$ cat config.mk
export PLATFORM = sky130hd
export DESIGN_NAME = alu_seq_flat
export DESIGN_NICKNAME = d
export VERILOG_FILES = /design/src/rtl/alu_seq_if.sv /design/src/rtl/alu_seq.sv /design/src/flat_wrapper.sv
export SDC_FILE = /design/constraint.sdc
export NUM_CORES = 1
export LEC_CHECK = 0
export CORE_MARGIN = 2
export CORE_UTILIZATION = 51
export DETAILED_ROUTE_END_ITERATION = 8
export PLACE_DENSITY = 0.93
export SKIP_LAST_GASP = 1
export SLEW_MARGIN = 20
export SYNTH_ARGS = -nofsm -noshare
export SYNTH_HDL_FRONTEND = slang
export SYNTH_SLANG_ARGS = --single-unit
$ cat constraint.sdc
create_clock -name clk -period 2.3 [get_ports clk]
set_input_delay 0.23 -clock clk [delete_from_list [all_inputs] [get_ports clk]]
set_output_delay 0.23 -clock clk [all_outputs]
set_load 0.05 [all_outputs]
$ cat src/rtl/alu_seq_if.sv
// alu_seq_if: request/response handshake bundle for alu_seq.
// master = issuing side (decode / testbench), slave = the ALU.
interface alu_seq_if #(
  parameter int unsigned WIDTH = 8
) ();
  logic             in_valid;
  logic             in_ready;
  logic [2:0]       in_op;
  logic [WIDTH-1:0] in_a;
  logic [WIDTH-1:0] in_b;
  logic             out_valid;
  logic             out_ready;
  logic [WIDTH-1:0] out_result;
  logic             out_carry;
  logic             out_zero;
  logic             out_jump;
  logic             busy;

  modport master (
    output in_valid, in_op, in_a, in_b, out_ready,
    input  in_ready, out_valid, out_result, out_carry, out_zero, out_jump, busy
  );

  modport slave (
    input  in_valid, in_op, in_a, in_b, out_ready,
    output in_ready, out_valid, out_result, out_carry, out_zero, out_jump, busy
  );
endinterface

$ cat src/rtl/alu_seq.sv
// alu_seq: handshaked, registered ALU with carry/zero/jump flags.
// Rotate-left is iterative (one bit per cycle) unless ALU_SEQ_FAST_ROT_EN is
// defined, in which case a single-cycle barrel rotate is built instead.
module alu_seq #(
  parameter int unsigned WIDTH = 8,
  parameter int unsigned SHW   = $clog2(WIDTH)
) (
  input logic      clk,
  input logic      reset,
  alu_seq_if.slave bus
);
  localparam logic [2:0] OpAdd  = 3'd0;
  localparam logic [2:0] OpXor  = 3'd1;
  localparam logic [2:0] OpAnd  = 3'd2;
  localparam logic [2:0] OpRsl  = 3'd3;
  localparam logic [2:0] OpMov  = 3'd4;
  localparam logic [2:0] OpLd   = 3'd5;
  localparam logic [2:0] OpSt   = 3'd6;
  localparam logic [2:0] OpBlqz = 3'd7;

  localparam logic [1:0] StIdle = 2'd0;
`ifndef ALU_SEQ_FAST_ROT_EN
  localparam logic [1:0] StRot  = 2'd1;
`endif
  localparam logic [1:0] StHold = 2'd2;

  logic [1:0]       state_q, state_d;
  logic [WIDTH-1:0] result_q, result_d;
  logic             carry_q, carry_d;
  logic             zero_q, zero_d;
  logic             jump_q, jump_d;
  logic             valid_q, valid_d;
`ifndef ALU_SEQ_FAST_ROT_EN
  logic [SHW-1:0]   cnt_q, cnt_d;
`endif

  logic             accept;
  logic [SHW-1:0]   k;
  logic [WIDTH:0]   sum;
  logic [WIDTH-1:0] op_res;
  logic             op_carry;
  logic             op_jump;

  assign bus.in_ready = (state_q == StIdle) | ((state_q == StHold) & bus.out_ready);
  assign accept       = bus.in_valid & bus.in_ready;
  assign k            = bus.in_b[SHW-1:0];
  assign sum          = {1'b0, bus.in_a} + {1'b0, bus.in_b};

  // Single-cycle result of the presented op (rotate handled separately when iterative).
  always_comb begin
    op_res   = '0;
    op_carry = 1'b0;
    op_jump  = 1'b0;
    case (bus.in_op)
      OpAdd: begin
        op_res   = sum[WIDTH-1:0];
        op_carry = sum[WIDTH];
      end
      OpXor:  op_res = bus.in_a ^ bus.in_b;
      OpAnd:  op_res = bus.in_a & bus.in_b;
`ifdef ALU_SEQ_FAST_ROT_EN
      // A shift by WIDTH yields zero, so k == 0 falls out naturally.
      OpRsl:  op_res = (bus.in_a << k) | (bus.in_a >> (WIDTH - 32'(k)));
`else
      // Seed value; the ROT state does the actual rotation.
      OpRsl:  op_res = bus.in_a;
`endif
      OpMov:  op_res = bus.in_b;
      OpLd:   op_res = bus.in_a;
      OpSt:   op_res = bus.in_a;
      OpBlqz: op_jump = (bus.in_a <= bus.in_b);
      default: ;
    endcase
  end

  // Next-state: accept / rotate / release of the result registers.
  always_comb begin
    state_d  = state_q;
    result_d = result_q;
    carry_d  = carry_q;
    zero_d   = zero_q;
    jump_d   = jump_q;
    valid_d  = valid_q;
`ifndef ALU_SEQ_FAST_ROT_EN
    cnt_d    = cnt_q;
`endif
    case (state_q)
`ifndef ALU_SEQ_FAST_ROT_EN
      StRot: begin
        result_d = {result_q[WIDTH-2:0], result_q[WIDTH-1]};
        cnt_d    = cnt_q - SHW'(1);
        if (cnt_q == SHW'(1)) begin
          state_d = StHold;
          valid_d = 1'b1;
          zero_d  = (result_d == '0);
        end
      end
`endif
      default: begin
        // Idle or holding: the consumer may drain and a new op may enter together.
        if ((state_q == StHold) && bus.out_ready) begin
          state_d = StIdle;
          valid_d = 1'b0;
        end
        if (accept) begin
          result_d = op_res;
          carry_d  = op_carry;
          jump_d   = op_jump;
          zero_d   = (op_res == '0);
          state_d  = StHold;
          valid_d  = 1'b1;
`ifndef ALU_SEQ_FAST_ROT_EN
          if ((bus.in_op == OpRsl) && (k != '0)) begin
            state_d = StRot;
            valid_d = 1'b0;
            zero_d  = 1'b0;
            cnt_d   = k;
          end
`endif
        end
      end
    endcase
  end

  // State and result registers with synchronous reset.
  always_ff @(posedge clk) begin
    if (reset) begin
      state_q  <= StIdle;
      result_q <= '0;
      carry_q  <= 1'b0;
      zero_q   <= 1'b0;
      jump_q   <= 1'b0;
      valid_q  <= 1'b0;
`ifndef ALU_SEQ_FAST_ROT_EN
      cnt_q    <= '0;
`endif
    end else begin
      state_q  <= state_d;
      result_q <= result_d;
      carry_q  <= carry_d;
      zero_q   <= zero_d;
      jump_q   <= jump_d;
      valid_q  <= valid_d;
`ifndef ALU_SEQ_FAST_ROT_EN
      cnt_q    <= cnt_d;
`endif
    end
  end

  assign bus.out_valid  = valid_q;
  assign bus.out_result = result_q;
  assign bus.out_carry  = carry_q;
  assign bus.out_zero   = zero_q;
  assign bus.out_jump   = jump_q;
  assign bus.busy       = (state_q != StIdle);
endmodule

$ cat src/flat_wrapper.sv
// flat-port wrapper written by rule: the top's interface ports become plain ports
module alu_seq_flat 
#(
  parameter int unsigned WIDTH = 8,
  parameter int unsigned SHW   = $clog2(WIDTH)
)
  (clk, reset, bus_in_valid, bus_in_op, bus_in_a, bus_in_b, bus_out_ready, bus_in_ready, bus_out_valid, bus_out_result, bus_out_carry, bus_out_zero, bus_out_jump, bus_busy);
  alu_seq_if #(.WIDTH(WIDTH)) bus_i ();
  input logic clk;
  input logic reset;
  input wire logic [$bits(bus_i.in_valid)-1:0] bus_in_valid;
  input wire logic [$bits(bus_i.in_op)-1:0] bus_in_op;
  input wire logic [$bits(bus_i.in_a)-1:0] bus_in_a;
  input wire logic [$bits(bus_i.in_b)-1:0] bus_in_b;
  input wire logic [$bits(bus_i.out_ready)-1:0] bus_out_ready;
  output wire logic [$bits(bus_i.in_ready)-1:0] bus_in_ready;
  output wire logic [$bits(bus_i.out_valid)-1:0] bus_out_valid;
  output wire logic [$bits(bus_i.out_result)-1:0] bus_out_result;
  output wire logic [$bits(bus_i.out_carry)-1:0] bus_out_carry;
  output wire logic [$bits(bus_i.out_zero)-1:0] bus_out_zero;
  output wire logic [$bits(bus_i.out_jump)-1:0] bus_out_jump;
  output wire logic [$bits(bus_i.busy)-1:0] bus_busy;
  assign bus_i.in_valid = bus_in_valid;
  assign bus_i.in_op = bus_in_op;
  assign bus_i.in_a = bus_in_a;
  assign bus_i.in_b = bus_in_b;
  assign bus_i.out_ready = bus_out_ready;
  assign bus_in_ready = bus_i.in_ready;
  assign bus_out_valid = bus_i.out_valid;
  assign bus_out_result = bus_i.out_result;
  assign bus_out_carry = bus_i.out_carry;
  assign bus_out_zero = bus_i.out_zero;
  assign bus_out_jump = bus_i.out_jump;
  assign bus_busy = bus_i.busy;
  alu_seq #(.WIDTH(WIDTH), .SHW(SHW)) u_core (.clk(clk), .reset(reset), .bus(bus_i));
endmodule
# --- Word level (Yosys, flattened, before mapping) ---
# Cells that the tools add are included.
op_classes:
  addsub: 2
  n_lt_le_gt_ge: 1
  eq_ne: 11
  n_mux: 22
  n_bitwise: 6
  n_reduce_logical: 16
ops:
  columns: ["cell", "count"]
  rows:
  - ["$pmux W8 S5", 1]
  - ["$logic_not A8 Y1", 2]
  - ["$mux W8", 2]
  - ["$eq A3 B3 Y1 const B", 4]
  - ["$mux W1", 11]
  - ["$mux W2", 5]
  - ["$add A8 B8 Y9", 1]
  - ["$mux W3", 3]
  - ["$and A8 B8 Y8", 1]
  - ["$le A8 B8 Y1", 1]
  - ["$reduce_and A2 Y1", 4]
  - ["$xor A8 B8 Y8", 1]
  - ["$eq A3 B1 Y1 const B", 2]
  - ["$eq A3 B2 Y1 const B", 2]
  - ["$reduce_bool A2 Y1", 3]
  - ["$reduce_bool A3 Y1", 2]
  - ["$logic_not A3 Y1", 1]
  - ["$reduce_or A3 Y1", 1]
  - ["$sub A3 B1 Y3 const B", 1]
  - ["$and A1 B1 Y1", 2]
  - ["$eq A2 B1 Y1 const B", 1]
  - ["$eq A2 B2 Y1 const B", 1]
  - ["$logic_and A1 B1 Y1", 2]
  - ["$logic_not A2 Y1", 1]
  - ["other kinds (3)", 3]
totals:
  ff_bits: 17

# --- Logic depth before layout (Yosys ltp) ---
depth:
  ltp_word: 7
  ltp_mapped: 10
  depth_no_buf: 9

# --- Worst setup path before layout ---
# OpenSTA, ideal clock, no wires.
synth_path:
  kind: "register to register"
  from: "register, netlist name u_core.bus.out_valid"
  to: "register u_core.result_q[0], in the netlist u_core.bus.out_result[0]"
  setup_time_ps: 128
  arrival_ps: 2400
  required_ps: 2172
  slack_ps: -227
  path_stages_with_launch: 7
  n_path_buf: 1
  synth_period_minus_slack_ps: 2527
  path_cell_list: "dfxtp_1 a21oi_1 and2_1 clkbuf_1 nor2_1 a221oi_1 nor2_1"
synth_lines:
  columns: ["element", "line", "source"]
  rows:
  - ["to (signal assigned)", "alu_seq.sv:139", "result_q <= result_d;"]
  - ["to (decl)", "alu_seq.sv:28", "logic [WIDTH-1:0] result_q, result_d;"]

# --- Worst setup path after layout ---
layout_path:
  from: "input bus_in_b[5]"
  to: "register u_core.zero_q, in the netlist u_core.bus.out_zero"
layout_via:
  elab_chain_cells: 6
  word_cells_on_any_way: 8
  cone_classes: "add/sub: 1; mux: 4; bitwise: 2; reduce/logical: 1"
layout_lines:
  columns: ["element", "line", "source"]
  rows:
  - ["from (decl)", "flat_wrapper.sv:14", "input wire logic [$bits(bus_i.in_b)-1:0] bus_in_b;"]
  - ["$add A8 B8 Y9 (tied with other cells)", "alu_seq.sv:47", "assign sum = {1'b0, bus.in_a} + {1'b0, bus.in_b};"]
  - ["$pmux W8 S5 *", "alu_seq.sv:54", "case (bus.in_op)"]
  - ["$logic_not A8 Y1 *", "alu_seq.sv:109", "zero_d = (op_res == '0);"]
  - ["$mux W1 *", "alu_seq.sv:113", "if ((bus.in_op == OpRsl) && (k != '0)) begin"]
  - ["$mux W1 *", "alu_seq.sv:105", "if (accept) begin"]
  - ["$mux W1 *", "alu_seq.sv:87", "case (state_q)"]
  - ["to (signal assigned)", "alu_seq.sv:141", "zero_q <= zero_d;"]
  - ["to (decl)", "alu_seq.sv:30", "logic zero_q, zero_d;"]
# Mark *: on every way between the ends. The rest lies on a longest branch, timed or not. The select of a mux whose other input is x is not followed.
# A chain may end at the register's enable or synchronous reset.

==> flow_summary.toml <==
[timing]
skew_ns = 0.00283
worst_pin_slew_ns = 0.540
slew_headroom_pct = 63.9
tns_ns = 0
slew_viol_final = 0
finalSetupViolations = 0
fin_crit_sh_pct = 97.6
worst_hold_slack_ns = 0.405
finalHoldViolations = 0
setup_ws_ns = 0.0546
period_minus_slack_ns = 2.25
fmax_mhz = 445

[global_routing]
grt_max_degree = 12
antenna_found_initial = 0
grt_use_total_pct = 31.2
globalRouteOverflowTotal = 0
grt_first_pass_wirelength_mm = 8.78
first_global_vias = 1997

[placement]
placed_area_sq_um = 2380
dp_hpwl_mm = 4.32
pre_cts_slack_ns = -0.322
routabilityCongestion = 1.00
portBuffers = 36

[route]
final_antenna_net_count = 0
via_per_inst = 6.30
first_pass_iters = 5
via_count = 2153
drc = 0
drt-total-wl_mm = 6.20
drt_iter0_drc = 274
wire_per_inst_um = 18.1

[clock_tree]
root_buffer = "clkbuf_4"
clk_pin_slew_worst_paths_ns = 0.10
cts_max_level = 1
postCtsHoldBufs = 0
clkSinkCount = 16
clock_latency_ns = 0.30
cts_made_buffers = 3
cts_tree = "yes"
clockBufferDepth = 2

[cells_and_area]
fin_nets = 341
diodes = 0
fillers = 172
drive_above_1_share_pct = 23.8
synthToLayoutAreaGrowth_pct = 49.1
finalInstanceArea_sq_um = 2490

[power_and_ir_drop]
power_frac_clock_pct = 19.0
seq_power_share_pct = 29.4
comb_power_share_pct = 51.6
switchingPower_mw = 0.420
p_int_mw = 0.639
ir_worst_vdd_v = 0.000385
swShare_pct = 39.7
pwr_density_cell_nw_per_um2 = 425
p_leak_nw = 1.07
power_mw = 1.06

[logic_synthesis]
syn_area_per_cell_sq_um = 7.42
synthAdderAreaFrac_pct = 14.7
ys_top_cells_by_area = "dfxtp_1 (19%), ha_1 (13%), a21oi_1 (7.8%), nor2_1 (6.3%), a22oi_1 (5.4%)"
synth_commonest_cells = "nor2_1 (28), a21oi_1 (26), inv_1 (19)"
yosysMostFrequentCell = "nor2_1"
synth_top_area_cell = "dfxtp_1"
synthArstFlopShare_pct = 0
synth_edf_count = 0
synth_xor_area_share_pct = 1.57
yosys.area_share.simple_pct = 19.0
seq_area_frac_synth_pct = 19.2
synth_area_sq_um = 1670
muxShareOfSynthArea_pct = 3.82
synth_top_family_by_area = "compound AO/OA/AOI/OAI gates"
synth_cell_types = 47
yosys_warnings = 0
synthCells = 225
synthesis.nets = 267
synth_seq_cells = 16
synth_compound_area_share_pct = 33.4
synth_top_area_share_pct = 19.2
synth_ff_type = "dfxtp_1"

[floorplan]
core-area_sq_um = 3080
ios = 37
fp.dieH_um = 61.2
dieArea_sq_um = 3750
row_count = 20
die_w_um = 61.2
start_util_pct = 54.3

[critical_path]
cp-start-kind = "input pin"
required_ns = 2.51
crit_arrival_ns = 2.45
cp_max_fo = 4
critPathCaptureType = "register"
path_class = "input pin to register"

[hold_path]
hold_path.class = "input pin to register"

[flow_run]
drv_cap = 0

[status]
status = "finished clean"
[worst max-delay path: stages]
cell	delay [ns]
clkdlybuf4s50_1	0.50
inv_1	0.08
ha_4	0.28
inv_1	0.07
a221oi_4	0.33
o41ai_4	0.15
a2111oi_2	0.33
a41o_1	0.17
o31ai_2	0.07
a41o_1	0.24
[sequential cells by signal, indices dropped and copies added, names as in the netlist]
register               flops
u_core.bus.out_carry       1
u_core.bus.out_jump        1
u_core.bus.out_result      8
u_core.bus.out_valid       1
u_core.bus.out_zero        1
u_core.cnt_q               3
u_core.state_q             1
[timing repair]
| action | in CTS | in global routing |
|---|---|---|
| endpoints found under the hold margin | 0 | 0 |
| pin swaps | 0 | 3 |
| endpoints found under the setup margin | 1 | 4 |
| gates resized for setup | 1 | 10 |
| buffers inserted | 0 | 0 |
[cell type report]
| type | count | area, sq um | share of cell area, % |
|---|---|---|---|
| clock buffers | 4 | 36.3 | 1.46 |
| multi-input cells | 174 | 1280 | 51.5 |
| flip-flops and latches | 16 | 320 | 12.9 |
| repair buffers | 84 | 721 | 28.9 |
| inverters | 20 | 75.1 | 3.02 |
| well taps | 44 | 55.1 | 2.21 |
[final timing paths]
| check | from | to | slack, ns | cells after the start |
|---|---|---|---|---|
| setup reg to reg | u_core.state_q[0] | u_core.bus.out_zero | 0.58 | 5 |
| hold / removal | bus_in_b[0] | u_core.cnt_q[0] | 0.41 | 4 |
| hold reg to reg | u_core.bus.out_jump | u_core.bus.out_jump | 0.48 | 2 |
| setup / recovery | bus_in_b[5] | u_core.bus.out_zero | 0.05 | 10 |
[power groups by stage]
| stage | registers, mW | clock network, mW | logic [mW] |
|---|---|---|---|
| 2_1_floorplan | 0.358 | 0 | 0.236 |
| 3_3_place_gp | 0.314 | 0 | 0.478 |
| 3_5_place_dp | 0.316 | 0 | 0.496 |
| 4_1_cts | 0.310 | 0.198 | 0.501 |
| 5_1_grt | 0.312 | 0.210 | 0.576 |
| 6_report | 0.311 | 0.201 | 0.547 |
[placed cells by master, fill, tap and decap left out, types with 3 or more instances in the layout]
cell type and count:
dfxtp_1 16, clkbuf_4 3, clkdlybuf4s50_1 34, nor2b_1 5
o21bai_1 3, a21oi_1 25, nor3_1 3, nor2_1 28
inv_1 19, o22ai_1 5, mux2i_1 3, ha_4 3
a221oi_1 3, nand2_1 17, a22oi_1 12, buf_4 49
ha_1 14, nand2b_1 3, xnor2_1 3, o21ai_0 9
[kinds of logic after synthesis]
family          after synthesis
fa+ha+maj                    19
compound gates               78
flops                        16
buf+inv                      35
xor+xnor                      3
simple gates                 69
mux                           5
[metal layers]
layer  vias to the layer above  part of all wire [%]  GRT usage [%]
met2                       172                    47           51.2
met5                         -                     0              0
li1                        952                     -              -
met4                         0                   4.4           11.5
met3                        38                    10           4.62
met1                       991                    39           41.4
[through the flow]
stage | util [%] | std cells
after floorplan | - | 225
after global placement | 77.4 | 338
after detailed placement | 77.4 | 338
after CTS | 78.8 | 342
after global routing | 80.9 | 342
final | 80.9 | 342
Note: power is estimated with default switching activity, not from simulation.
